## config.mk

```make
export PLATFORM = sky130hd
export DESIGN_NAME = sdram_line_fetcher
export DESIGN_NICKNAME = d
export VERILOG_FILES = /design/src/rtl/sdram_line_fetcher.sv
export SDC_FILE = /design/constraint.sdc
export NUM_CORES = 1
export LEC_CHECK = 0
export CORE_ASPECT_RATIO = 2
export CORE_UTILIZATION = 45
export DETAILED_ROUTE_END_ITERATION = 7
export GPL_TIMING_DRIVEN = 0
export PLACE_DENSITY = 0.76
export SLEW_MARGIN = 20
export SYNTH_ARGS = -nofsm -noshare
export SYNTH_HDL_FRONTEND = slang
export SYNTH_SLANG_ARGS = --single-unit
```

## constraint.sdc

```tcl
create_clock -name clk -period 5.19 [get_ports clk]
set_input_delay 1.557 -clock clk [delete_from_list [all_inputs] [get_ports clk]]
set_output_delay 1.557 -clock clk [all_outputs]
set_load 0.02 [all_outputs]
```

## src/rtl/sdram_line_fetcher.sv

```systemverilog
// Read-only sdram_ctl client: fetches the frame buffer in 32-word bursts into a pixel FIFO
// and streams it out as valid/ready pixels. Optional FETCH_UNDERRUN_CNT_EN adds underrun_count.
module sdram_line_fetcher #(
  parameter logic [24:0] BASE_ADDR       = 25'd0,
  parameter int          WORDS_PER_FRAME = 76800,
  parameter int          FIFO_DEPTH      = 64
) (
  input  logic             clk,
  input  logic             rst,
  input  logic             frame_start,
  output logic [24:0]      ctl_addr,
  output logic             ctl_write_en,
  output logic             ctl_burst_en,
  output logic             ctl_refresh_data,
  input  logic             ctl_mem_ready,
  input  logic             ctl_data_ready,
  input  logic [31:0][15:0] ctl_burst_buf,
  output logic [15:0]      pix_data,
  output logic             pix_valid,
  input  logic             pix_ready,
  output logic             busy
`ifdef FETCH_UNDERRUN_CNT_EN
  ,
  output logic [15:0]      underrun_count
`endif
);

  localparam int          AW          = $clog2(FIFO_DEPTH);
  localparam int          CW          = AW + 1;
  localparam int          BURST       = 32;
  localparam logic [31:0] FRAME_WORDS = WORDS_PER_FRAME;

  typedef enum logic [2:0] {IDLE, REQ, WAIT_ACK, WAIT_DONE, COPY} state_t;

  state_t          state, state_nxt;
  logic [4:0]      idx;
  logic [31:0]     offset;
  logic            active;
  logic            restart_pend;

  logic [15:0]     mem [FIFO_DEPTH];
  logic [AW-1:0]   wr_ptr, rd_ptr, rd_nxt;
  logic [CW-1:0]   count, free, count_after_pop;
  logic [15:0]     push_word;
  logic            fs_now, copy_last, flush, push, pop, start;

  assign ctl_write_en = 1'b0;
  assign ctl_burst_en = 1'b1;
  assign busy         = (state != IDLE);
  assign pix_valid    = (count != '0);

  // Before the request is out a restart is immediate; afterwards it waits for the burst to end.
  assign fs_now    = frame_start && (state == IDLE || state == REQ);
  assign copy_last = (state == COPY) && (idx == 5'd31);
  assign flush     = fs_now || (copy_last && (restart_pend || frame_start));
  assign push      = (state == COPY) && !restart_pend;
  assign pop       = pix_valid && pix_ready && !flush;
  assign start     = active && ctl_mem_ready && ctl_data_ready && (free >= CW'(BURST));
  assign push_word = ctl_burst_buf[idx];

  assign rd_nxt          = rd_ptr + AW'(pop);
  assign count_after_pop = count - CW'(pop);

  always_comb begin
    // NOTE: every output of this block gets a default first so no latch is inferred.
    state_nxt        = state;
    ctl_refresh_data = 1'b0;
    case (state)
      IDLE:      if (start && !frame_start) state_nxt = REQ;
      REQ: begin
        if (frame_start) begin
          state_nxt = IDLE;
        end else begin
          ctl_refresh_data = 1'b1;
          state_nxt        = WAIT_ACK;
        end
      end
      WAIT_ACK:  if (!ctl_data_ready) state_nxt = WAIT_DONE;
      WAIT_DONE: if (ctl_data_ready) state_nxt = COPY;
      COPY:      if (idx == 5'd31) state_nxt = IDLE;
      default:   state_nxt = IDLE;
    endcase
  end

  // NOTE: sequential state uses non-blocking assignments only.
  always_ff @(posedge clk or posedge rst) begin
    if (rst) begin
      state        <= IDLE;
      idx          <= '0;
      offset       <= '0;
      ctl_addr     <= BASE_ADDR;
      active       <= 1'b0;
      restart_pend <= 1'b0;
    end else begin
      state <= state_nxt;
      if (frame_start) active <= 1'b1;

      if (flush)            restart_pend <= 1'b0;
      else if (frame_start) restart_pend <= 1'b1;

      if (state == COPY) idx <= idx + 5'd1;
      else               idx <= '0;

      if (flush) begin
        offset   <= '0;
        ctl_addr <= BASE_ADDR;
      end else if (copy_last) begin
        if (offset + 32'(BURST) == FRAME_WORDS) begin
          offset   <= '0;
          ctl_addr <= BASE_ADDR;
        end else begin
          offset   <= offset + 32'(BURST);
          ctl_addr <= ctl_addr + 25'(BURST);
        end
      end
    end
  end

  // Slots are reserved when the request strobe goes out and returned one per pop.
  always_ff @(posedge clk or posedge rst) begin
    if (rst) begin
      wr_ptr   <= '0;
      rd_ptr   <= '0;
      count    <= '0;
      free     <= CW'(FIFO_DEPTH);
      pix_data <= '0;
    end else if (flush) begin
      wr_ptr   <= '0;
      rd_ptr   <= '0;
      count    <= '0;
      free     <= CW'(FIFO_DEPTH);
      pix_data <= '0;
    end else begin
      if (push) wr_ptr <= wr_ptr + AW'(1);
      rd_ptr <= rd_nxt;
      count  <= count + CW'(push) - CW'(pop);
      free   <= free + CW'(pop) - (ctl_refresh_data ? CW'(BURST) : CW'(0));
      // The head register bypasses storage when the FIFO is about to hold only the new word.
      pix_data <= (count_after_pop == '0) ? push_word : mem[rd_nxt];
    end
  end

  // NOTE: the pixel storage has no reset; pointers and count alone define its contents.
  always_ff @(posedge clk) begin
    if (push) mem[wr_ptr] <= push_word;
  end

`ifdef FETCH_UNDERRUN_CNT_EN
  always_ff @(posedge clk or posedge rst) begin
    if (rst) begin
      underrun_count <= '0;
    end else if (frame_start) begin
      underrun_count <= '0;
    end else if (active && pix_ready && !pix_valid && underrun_count != 16'hFFFF) begin
      underrun_count <= underrun_count + 16'd1;
    end
  end
`endif

endmodule

```

==> flow_metrics.env <==
export IMPL_place_detailed_hpwl_mm=124
export IMPL_intPower_mw=19.2
export IMPL_die_w_um=235
export IMPL_clkSinkCount=1123
export IMPL_layout_common_cells="edfxtp_1, clkdlybuf4s50_1, mux4_2"
export IMPL_crit_path_cell_trace="dlygate4sd2_1 -> nand2b_1 -> a21oi_4 -> nand2_2 -> and3_2 -> ha_4 -> ha_2 -> clkbuf_8 -> buf_4 -> mux4_2 -> mux4_2 -> a22o_1 -> a221oi_1 -> o21ai_1"
export IMPL_multi_input_area_um2=15300
export IMPL_topRoutingLayerUsed="met5"
export IMPL_viasPerCell=6.35
export IMPL_grt_pass1_wl_mm=234
export IMPL_vias=30714
export IMPL_p_clk_frac=0.242
export IMPL_cp_start_kind="primary input"
export IMPL_antenna_found_initial=27
export IMPL_critical_path_top_delay_family="multiplexers"
export IMPL_finalCritPeriodShare=1.00
export IMPL_relSlewSlack=0.204
export IMPL_grt_ovfl_total=0
export IMPL_wl_met3_mm=17.4
export IMPL_synth_edf_count=1024
export IMPL_seq_area_frac_synth=0.677
export IMPL_crit_fanout=10
export IMPL_clock_latency_ns=0.69
export IMPL_syn_cell_area_um2=49100
export IMPL_hold_viol_final=0
export IMPL_outcome="finished, violations left"
export IMPL_worstSetupPathType="primary input to flop"
export IMPL_setup_ws_ns=-0.00775
export IMPL_synthArstFlopShare=0.0882
export IMPL_cts_tree="yes"
export IMPL_die_h_um=469
export IMPL_synth_distinct_cells=67
export IMPL_rows=171
export IMPL_ys_ff_latch=1123
export IMPL_crit_top_cell="mux4_2"
export IMPL_period_needed_ns=5.20
export IMPL_fmax_mhz=192
export IMPL_sw_frac_of_total=0.334
export IMPL_syn_to_final_growth_pct=23.9
export IMPL_violations="design-rule violations, negative setup slack"
export IMPL_grt_pass1_vias=31348
export IMPL_cts_buffers=90
export IMPL_final_nets=3919
export IMPL_p_per_area_nw_per_um2=475
export IMPL_fin_worst_skew_ns=0.0253
export IMPL_arrival_ns=5.73
export IMPL_first_iter_violations=3829
export IMPL_nFillCells=8087
export IMPL_grt_start_max_net_pins=74
export IMPL_setup_viol=1
export IMPL_worstHoldPathType="flop to flop"
export IMPL_path_buf_inv=3
export IMPL_final_common_cell="edfxtp_1"
export IMPL_worstMarginPinSlew_ns=1.19
export IMPL_met2_length_mm=84.9
export IMPL_gp_congestion=0.956
export IMPL_root_buffer="clkbuf_16"
export IMPL_grt_usage=0.307
export IMPL_drv_slew=0
export IMPL_cts_buffer_depth=3
export IMPL_ys_warnings_count=0
export IMPL_critical_path_max_stage_delay_ns=0.64
export IMPL_dieArea_um2=110000
export IMPL_clkSlewWorstSetupHoldPaths_ns=0.07
export IMPL_slowest_stage="mux4_2"
export IMPL_p_switching_mw=9.66
export IMPL_remaining_drc_errors=2
export IMPL_drv_cap=0
export IMPL_sequentialPowerShare=0.363
export IMPL_start_util=0.453
export IMPL_drtPass1Iterations=8
export IMPL_portBuffers=556
export IMPL_synth_top_flop_cell="edfxtp_1"
export IMPL_fin_tns_setup_ns=-0.00775
export IMPL_rsz0062_at_grt="false"
export IMPL_cp_required_ns=5.72
export IMPL_synth_avg_cell_area_um2=18.5
export IMPL_wire_per_inst_um=35.1
export IMPL_drive_above_1_share=0.234
export IMPL_worst_setup_path_end_kind="flop"
export IMPL_ctsHtreeMaxLevel=3
export IMPL_wirelength_mm=170
export IMPL_combPwrFrac=0.395
export IMPL_met1_length_mm=54.8
export IMPL_regArea_um2=33200
export IMPL_coreArea_um2=108000
export IMPL_num_io_pins=564
export IMPL_syn_inst=2654
export IMPL_postRouteAntennaNets=0
export IMPL_dpl_worst_slack_ns=-2.79
export IMPL_power_leakage_nw=19.3
export IMPL_peakVddDrop_mv=0.335
## metrics by stage
| step | std cells | hold slack [ns] | area [um2] | total power, mW | util |
|---|---|---|---|---|---|
| after floorplan | 2659 | 0.429 | 49100 | 17.4 | - |
| after CTS | 4821 | 0.486 | 60700 | 28.8 | 0.561 |
| after detailed placement | 4659 | 0.463 | 57500 | 21.5 | 0.531 |
| final | 4840 | 0.486 | 60800 | 28.9 | 0.562 |
| after global routing | 4838 | 0.521 | 60800 | 29.5 | 0.562 |
| after global placement | 4599 | 0.443 | 56400 | 21.3 | 0.521 |
## cell type report
class                      count  share of cell area
sequential                  1123               0.547
multi-input combinational   1329               0.252
timing repair buffer         621               0.106
clock buffer                 108              0.0392
tap                         1384              0.0285
buffer                       175              0.0160
clock inverter                58             0.00945
inverter                      27             0.00175
antenna                       15            0.000617
## cell families (layout without fill, tap and decap cells)
group | Yosys count | in the layout | share of synthesized area
mux | 516 | 516 | 0.203
simple gates | 405 | 405 | 0.0387
xor+xnor | 39 | 39 | 0.00696
other cells | 2 | 22 | 0.000153
compound gates | 328 | 328 | 0.0477
flops | 1123 | 1123 | 0.677
buf+inv | 207 | 989 | 0.0171
fa+ha+maj | 34 | 34 | 0.00883
## synth_stat cells, types with 3 or more instances
master / instances / area [um2]
a211oi_1: 17 / 128
a21o_1: 21 / 158
a21oi_1: 37 / 185
a221oi_1: 16 / 140
a22o_1: 16 / 140
a31oi_1: 5 / 31.3
a41oi_1: 6 / 52.6
and2_1: 14 / 87.6
and3_1: 10 / 62.6
and4_1: 3 / 26.3
buf_1: 45 / 169
buf_2: 24 / 120
buf_4: 8 / 60.1
clkbuf_1: 103 / 387
dfrtp_1: 98 / 2450
edfxtp_1: 1024 / 30700
ha_1: 33 / 413
inv_1: 27 / 101
mux2i_1: 132 / 1320
mux4_2: 384 / 8650
nand2_1: 115 / 432
nand2b_1: 3 / 18.8
nand3_1: 55 / 275
nand3b_1: 4 / 30.0
nand4_1: 13 / 81.3
nor2_1: 132 / 495
nor2b_1: 5 / 31.3
nor3_1: 24 / 120
nor4_1: 4 / 25.0
o211ai_1: 11 / 82.6
o21ai_0: 62 / 310
o21bai_1: 6 / 45.0
o221ai_1: 65 / 569
o22ai_1: 35 / 219
o31ai_1: 11 / 82.6
or2_2: 5 / 31.3
or3_1: 5 / 31.3
or4_1: 3 / 22.5
xnor2_1: 28 / 245
xor2_1: 11 / 96.3
## repair_timing
action | CTS | global route
pin swaps | 1 | 0
setup buffers | 1 | 4
gates resized for setup | 155 | 16
endpoints found under the setup margin | 20 | 15
hold buffers | 0 | 0
## worst paths after layout
kind	end	cells after the start	from	slack, ns
worst max-delay path	pix_data[3]	14	frame_start	-0.008
worst min-delay path	active	1	active	0.49
worst max register to register	pix_data[3]	16	idx[2]	0
worst min register to register	active	1	active	0.49
max in group asynchronous	free[6]	3	rst	3.26
min in group asynchronous	ctl_addr[11]	2	rst	1.20
## state kept, by name (all words and copies together) (netlist names)
name,flops
mem,1024
offset,27
ctl_addr,20
pix_data,16
count,7
free,7
rd_ptr,6
wr_ptr,6
idx,5
state,3
active,1
restart_pend,1
## per-layer routing
metal | vias to the layer above | GRT usage
met4 | 4 | 0.199
met2 | 2179 | 0.531
met5 | - | 0
li1 | 12460 | -
met3 | 462 | 0.0774
met1 | 15609 | 0.338
## worst register-to-register path, cell delays in order (launching register included)
cell	delay [ns]
dfrtp_2	0.44
buf_4	0.23
and3_1	0.20
ha_2	0.29
nand3b_1	0.19
a21oi_4	0.24
nand2_2	0.15
and3_2	0.31
ha_4	0.19
ha_2	0.44
clkbuf_8	0.24
buf_4	0.24
mux4_2	0.41
mux4_2	0.64
a22o_1	0.34
a221oi_1	0.31
o21ai_1	0.18
## power by group through the flow
stage          registers [mW]  clock network, mW  logic [mW]
2_1_floorplan            10.7                  0        6.70
6_report                 10.5               7.00        11.4
3_3_place_gp             10.7                  0        10.6
3_5_place_dp             10.7                  0        10.9
5_1_grt                  10.5               7.36        11.7
4_1_cts                  10.5               7.02        11.3
(Power assumes the default switching activity.)
